<file path="src/rtl/dcache_ecc_scrub.sv">
// dcache_ecc_scrub: one-cycle Hsiao SECDED decode for a data-cache hit path,
// with saturating error counters and an optional write-back scrub request.
// Optional feature macro: DCACHE_ECC_SCRUB_EN (scrub FSM present when defined).
// Codeword layout: {check[ECC_BITS-1:0], data[DATA_WIDTH-1:0]}.
// H matrix data columns: all weight-3 ECC_BITS-bit values in ascending order,
// then weight-5, weight-7, ... until DATA_WIDTH columns are filled; check-bit
// columns are the unit vectors.
module dcache_ecc_scrub #(
    parameter int DATA_WIDTH = 128,
    parameter int ECC_BITS   = 9,
    parameter int IDX_WIDTH  = 12,
    parameter int NUM_WAYS   = 8,
    parameter int CNT_WIDTH  = 16,
    localparam int CODE_WIDTH = DATA_WIDTH + ECC_BITS
) (
    input  logic                  clk_i,
    input  logic                  rst_ni,
    input  logic                  rd_valid_i,
    input  logic [IDX_WIDTH-1:0]  rd_idx_i,
    input  logic [NUM_WAYS-1:0]   rd_way_i,
    input  logic [CODE_WIDTH-1:0] rd_code_i,
    input  logic                  wr_valid_i,
    input  logic [IDX_WIDTH-1:0]  wr_idx_i,
    input  logic [NUM_WAYS-1:0]   wr_way_i,
    output logic                  data_valid_o,
    output logic [DATA_WIDTH-1:0] data_o,
    output logic                  err_single_o,
    output logic                  err_double_o,
    output logic                  scrub_req_o,
    input  logic                  scrub_gnt_i,
    output logic [IDX_WIDTH-1:0]  scrub_idx_o,
    output logic [NUM_WAYS-1:0]   scrub_way_o,
    output logic [CODE_WIDTH-1:0] scrub_code_o,
    output logic [CNT_WIDTH-1:0]  cnt_single_o,
    output logic [CNT_WIDTH-1:0]  cnt_double_o,
    input  logic                  cnt_clr_i
);

    function automatic logic [DATA_WIDTH-1:0][ECC_BITS-1:0] gen_h();
        logic [DATA_WIDTH-1:0][ECC_BITS-1:0] h;
        int n;
        int ones;
        h = '0;
        n = 0;
        for (int wt = 3; wt <= ECC_BITS; wt += 2) begin
            for (int v = 0; v < (1 << ECC_BITS); v++) begin
                ones = 0;
                for (int b = 0; b < ECC_BITS; b++) ones += (v >> b) & 1;
                if (ones == wt && n < DATA_WIDTH) begin
                    h[n] = ECC_BITS'(v);
                    n++;
                end
            end
        end
        return h;
    endfunction

    localparam logic [DATA_WIDTH-1:0][ECC_BITS-1:0] H = gen_h();

    function automatic logic [ECC_BITS-1:0] enc(input logic [DATA_WIDTH-1:0] d);
        logic [ECC_BITS-1:0] c;
        c = '0;
        for (int j = 0; j < DATA_WIDTH; j++) if (d[j]) c ^= H[j];
        return c;
    endfunction

    logic [ECC_BITS-1:0]   syn;
    logic [DATA_WIDTH-1:0] corr;
    logic                  hit, is_single, is_double;

    // Syndrome decode: locate a matching column and flip it back
    always_comb begin
        syn  = rd_code_i[CODE_WIDTH-1:DATA_WIDTH] ^ enc(rd_code_i[DATA_WIDTH-1:0]);
        corr = rd_code_i[DATA_WIDTH-1:0];
        hit  = 1'b0;
        for (int j = 0; j < DATA_WIDTH; j++) begin
            if (syn == H[j]) begin
                corr[j] = ~corr[j];
                hit     = 1'b1;
            end
        end
        for (int i = 0; i < ECC_BITS; i++)
            if (syn == (ECC_BITS'(1) << i)) hit = 1'b1;
        is_single = (syn != '0) && hit;
        is_double = (syn != '0) && !hit;
    end

    logic                  data_valid_q, data_valid_d;
    logic [DATA_WIDTH-1:0] data_q, data_d;
    logic                  err_single_q, err_single_d;
    logic                  err_double_q, err_double_d;
    logic [CNT_WIDTH-1:0]  cnt_single_q, cnt_single_d;
    logic [CNT_WIDTH-1:0]  cnt_double_q, cnt_double_d;
    logic                  new_single, new_double;

    // Response register inputs and saturating counters (clear has priority)
    always_comb begin
        new_single   = rd_valid_i && is_single;
        new_double   = rd_valid_i && is_double;
        data_valid_d = rd_valid_i;
        err_single_d = new_single;
        err_double_d = new_double;
        data_d       = data_q;
        if (rd_valid_i) data_d = is_double ? rd_code_i[DATA_WIDTH-1:0] : corr;
        cnt_single_d = cnt_single_q;
        cnt_double_d = cnt_double_q;
        if (cnt_clr_i) begin
            cnt_single_d = '0;
            cnt_double_d = '0;
        end else begin
            if (new_single && !(&cnt_single_q)) cnt_single_d = cnt_single_q + CNT_WIDTH'(1);
            if (new_double && !(&cnt_double_q)) cnt_double_d = cnt_double_q + CNT_WIDTH'(1);
        end
    end

    // Response and counter state
    always_ff @(posedge clk_i or negedge rst_ni) begin
        if (!rst_ni) begin
            data_valid_q <= 1'b0;
            data_q       <= '0;
            err_single_q <= 1'b0;
            err_double_q <= 1'b0;
            cnt_single_q <= '0;
            cnt_double_q <= '0;
        end else begin
            data_valid_q <= data_valid_d;
            data_q       <= data_d;
            err_single_q <= err_single_d;
            err_double_q <= err_double_d;
            cnt_single_q <= cnt_single_d;
            cnt_double_q <= cnt_double_d;
        end
    end

    assign data_valid_o = data_valid_q;
    assign data_o       = data_q;
    assign err_single_o = err_single_q;
    assign err_double_o = err_double_q;
    assign cnt_single_o = cnt_single_q;
    assign cnt_double_o = cnt_double_q;

`ifdef DCACHE_ECC_SCRUB_EN
    typedef enum logic {IDLE, REQ} state_e;

    state_e                state_q, state_d;
    logic [IDX_WIDTH-1:0]  scrub_idx_q, scrub_idx_d;
    logic [NUM_WAYS-1:0]   scrub_way_q, scrub_way_d;
    logic [CODE_WIDTH-1:0] scrub_code_q, scrub_code_d;
    logic                  cancel, req, slot_free;

    // Scrub FSM: a colliding write kills the pending request; a free slot
    // (idle, granted or cancelled) takes the newest corrected line
    always_comb begin
        state_d      = state_q;
        scrub_idx_d  = scrub_idx_q;
        scrub_way_d  = scrub_way_q;
        scrub_code_d = scrub_code_q;
        cancel       = (state_q == REQ) && wr_valid_i &&
                       (wr_idx_i == scrub_idx_q) && (wr_way_i == scrub_way_q);
        req          = (state_q == REQ) && !cancel;
        slot_free    = !req || scrub_gnt_i;
        if (slot_free) begin
            if (new_single) begin
                state_d      = REQ;
                scrub_idx_d  = rd_idx_i;
                scrub_way_d  = rd_way_i;
                scrub_code_d = {enc(corr), corr};
            end else begin
                state_d = IDLE;
            end
        end
    end

    // Scrub state and payload
    always_ff @(posedge clk_i or negedge rst_ni) begin
        if (!rst_ni) begin
            state_q      <= IDLE;
            scrub_idx_q  <= '0;
            scrub_way_q  <= '0;
            scrub_code_q <= '0;
        end else begin
            state_q      <= state_d;
            scrub_idx_q  <= scrub_idx_d;
            scrub_way_q  <= scrub_way_d;
            scrub_code_q <= scrub_code_d;
        end
    end

    assign scrub_req_o  = req;
    assign scrub_idx_o  = scrub_idx_q;
    assign scrub_way_o  = scrub_way_q;
    assign scrub_code_o = scrub_code_q;
`else
    logic unused_scrub;
    assign unused_scrub = ^{scrub_gnt_i, wr_valid_i, wr_idx_i, wr_way_i};
    assign scrub_req_o  = 1'b0;
    assign scrub_idx_o  = '0;
    assign scrub_way_o  = '0;
    assign scrub_code_o = '0;
`endif

endmodule

</file>
<file path="config.mk">
export PLATFORM = sky130hd
export DESIGN_NAME = dcache_ecc_scrub
export DESIGN_NICKNAME = d
export VERILOG_FILES = /design/src/rtl/dcache_ecc_scrub.sv
export SDC_FILE = /design/constraint.sdc
export NUM_CORES = 1
export LEC_CHECK = 0
export CAP_MARGIN = 20
export CORE_AREA = 3 3 196 198
export CTS_CLUSTER_SIZE = 25
export DETAILED_ROUTE_END_ITERATION = 10
export DIE_AREA = 0 0 199 201
export PLACE_DENSITY = 0.68
export SLEW_MARGIN = 25
export SYNTH_ARGS = -nofsm -noshare
export SYNTH_HDL_FRONTEND = slang
export SYNTH_SLANG_ARGS = --single-unit
export TNS_END_PERCENT = 10
</file>
<file path="constraint.sdc">
create_clock -name clk_i -period 8.5 [get_ports clk_i]
set_input_delay 0.85 -clock clk_i [delete_from_list [all_inputs] [get_ports clk_i]]
set_output_delay 0.85 -clock clk_i [all_outputs]
set_load 0.02 [all_outputs]
</file>
==> flow_summary.toml <==
[flow_run]
maxCapViolations = 0

[setup_path]
critPathSlowestCell = "nor4_1"
r2r_cells = 9
r2r_start = "cnt_single_o[6]"
worstReg2RegEnd = "cnt_single_o[1]"
crit_arrival_ns = 7.09
critPathCaptureType = "flop"
cp_max_fo = 31
path_cells = "clkdlybuf4s50_1 -> xnor2_1 -> xnor3_1 -> xnor2_1 -> xnor3_1 -> xor2_1 -> and2_0 -> o21ai_2 -> nor4_1 -> nor4_1 -> nand4_1 -> nor4_1 -> a21o_1 -> or4_1 -> a21oi_1"
worstSetupStartpointType = "input port"
crit_path_frequent_cell = "nor4_1"
path_class = "input port to flop"
critPathRequiredTime_ns = 8.87
rrSetupSlack_ns = 5.84
slowest_delay_ns = 0.80

[logic_synthesis]
synth-compound-area-share_pct = 11.4
syn_inst = 1520
synth_flop_cell = "dfrtp_1"
synth_top_family_by_area = "XOR/XNOR gates"
synth_cell_types = 84
yosysTopAreaCell = "dfrtp_1"
netlist.area_leader.share_pct = 29.9
synth_area_um2 = 13700
ys_top_cells_by_area = "dfrtp_1, xnor2_1, buf_4, xnor3_1, nor2_1"
syn_avg_cell_area_um2 = 8.98
ys_warn_count = 0
synthAdderAreaFrac_pct = 0.183
synth_edf_count = 0
synthMuxAreaShare_pct = 0.403
yosysSeqAreaShare_pct = 29.9
synth_seq_cells = 163
synth_xor_area_share_pct = 30.5
yosys.area_share.simple_pct = 16.3
async_flop_share_pct = 100

[clocking]
cts_buffers = 17
root_buffer = "clkbuf_16"
cts_setup_buffers = 0
clk_path_buf_depth = 2
clkSinkCount = 163
postCtsResizedCells = 0
clk_pin_slew_worst_paths_ns = 0.08
clock_latency_ns = 0.44
htree_levels = 4
cts_hold_buf = 0
cts_tree = "done"

[sta]
whs_ns = 0.379
finalWorstSetupSlack_ns = 1.78
final_hold_viol_count = 0
maxSlewViolCount = 0
grt_setup_unrepaired = "false"
finalSetupViolations = 0
period_needed_ns = 6.72
setup_tns_ns = 0
relSlewSlack_pct = 30.2
fin_crit_sh_pct = 79.1
max_freq_mhz = 149
worstMarginPinSlew_ns = 1.04
skew_ns = 0.0110

[place]
dp_hpwl_um = 43500
place_ws_ns = 1.48
routabilityCongestion = 0.979
io_buffer_count = 303

[route]
postRouteAntennaNets = 0
drc = 0
vias_per_cell = 5.27
drt_pass1_iterations = 5
wl_per_cell_um = 24.3
totalWireLength_um = 55100
drt-initial-drc-count = 1190
vias = 12000

[floorplanning]
die-area_um2 = 40000
rows = 70
die-height_um = 201
fp.dieW_um = 199
initial_core_util_pct = 37.2
core_um2 = 36700
io_pins = 504

[pwr]
pwr-share-seq_pct = 11.3
power.leakage_nw = 6.59
p_sw_mw = 5.06
switching_share_pct = 60.8
p_clk_share_pct = 9.4
p_int_mw = 3.26
p_comb_share_pct = 79.3
vdd_drop_max_mv = 0.457
power-per-cell-area_nw_per_um2 = 486

[global_routing]
grtUsageTotal_pct = 26.7
grt_pass1_vias = 11500
overflow = 0
grt_first_pass_wirelength_um = 78800
grt_max_degree = 183
antenna_found_initial = 2

[final_layout]
nets = 1974
area_delta_synth_final_pct = 25.5
most-common-layout-cells = "clkdlybuf4s50_1, xnor2_1, nor2_1, dfrtp_1, a21oi_1"
final_common_cell = "clkdlybuf4s50_1"
drive_gt1_share_pct = 5.83

[outcome]
status = "completed"

[min_path]
hold_class = "input port to asynchronous set/reset pin"
-- synth_stat cells, types with 15 or more instances --
cell,n
xnor2_1,289
nor2_1,246
dfrtp_1,163
a21oi_1,160
buf_4,158
clkbuf_1,59
xnor3_1,47
xor2_1,42
nand2_1,40
nor3_1,40
nand3_1,30
o21ai_0,15
-- per-layer routing --
metal	track usage (%)	vias to the layer above	share of wire [%]
met5	0	-	0
met4	12.4	0	4.9
met3	4.31	122	7.5
met2	42.9	680	48
met1	35.3	5796	40
li1	-	5366	-
-- layout make-up --
| cell class | count | area, µm² |
|---|---|---|
| Tap cell | 468 | 586 |
| Inverter | 8 | 30.0 |
| Fill cell | 3560 | 19600 |
| Clock inverter | 14 | 140 |
| Sequential cell | 163 | 4080 |
| Antenna cell | 2 | 5.00 |
| Clock buffer | 18 | 429 |
| Timing Repair Buffer | 329 | 3240 |
| Multi-Input combinational cell | 1270 | 8620 |
-- cells by family (layout without fill, tap and decap cells) --
family                     after synthesis  count (layout)
AOI/OAI and AO/OA                      256             256
xor gates and xnor gates               389             389
adders and majority gates                2               2
buffers and inverters                  244             369
DFF                                    163             163
muxes                                    5               5
other                                    1             160
and+or+nand+nor                        460             460
-- flip-flops by register name (all words and copies together), names as in the netlist --
register      cells
cnt_double_o     16
cnt_single_o     16
data_o          128
data_valid_o      1
err_double_o      1
err_single_o      1
-- through the flow --
| stage | instances | power [mW] | instance area, µm² | utilization, % |
|---|---|---|---|---|
| after global placement | 2238 | 7.37 | 16600 | 45.1 |
| after CTS | 2270 | 8.17 | 17100 | 46.7 |
| after global routing | 2272 | 8.67 | 17100 | 46.7 |
| after detailed placement | 2238 | 7.35 | 16600 | 45.1 |
| after floorplan | 1677 | 5.29 | 14200 | - |
| final | 2272 | 8.32 | 17100 | 46.7 |
-- power by group through the flow --
stage	Sequential (mW)	Clock, mW	Combinational [mW]
2_1_floorplan	1.06	0	4.23
3_3_place_gp	0.950	0	6.42
3_5_place_dp	0.951	0	6.40
4_1_cts	0.938	0.797	6.44
5_1_grt	0.950	0.829	6.89
6_report	0.938	0.784	6.60
-- worst max-delay path: cells and delay by family --
family	cells	cell delay (ns)
AO/OA/AOI/OAI	3	1.06
AND/OR/NAND/NOR	6	2.36
buffers and inverters	1	0.68
XOR/XNOR	5	2.12
-- how the worst max path moves through the flow --
stage | start | to | cells past startpoint
2_1_floorplan | rd_code_i[94] | cnt_double_o[3] | 17
3_3_place_gp | rd_code_i[100] | cnt_single_o[7] | 15
3_5_place_dp | rd_code_i[100] | cnt_single_o[10] | 15
4_1_cts | rd_code_i[100] | cnt_single_o[10] | 15
5_1_grt | rd_code_i[115] | cnt_single_o[13] | 16
6_report | rd_code_i[100] | cnt_single_o[10] | 15
Power figures use the tool's default switching activity.
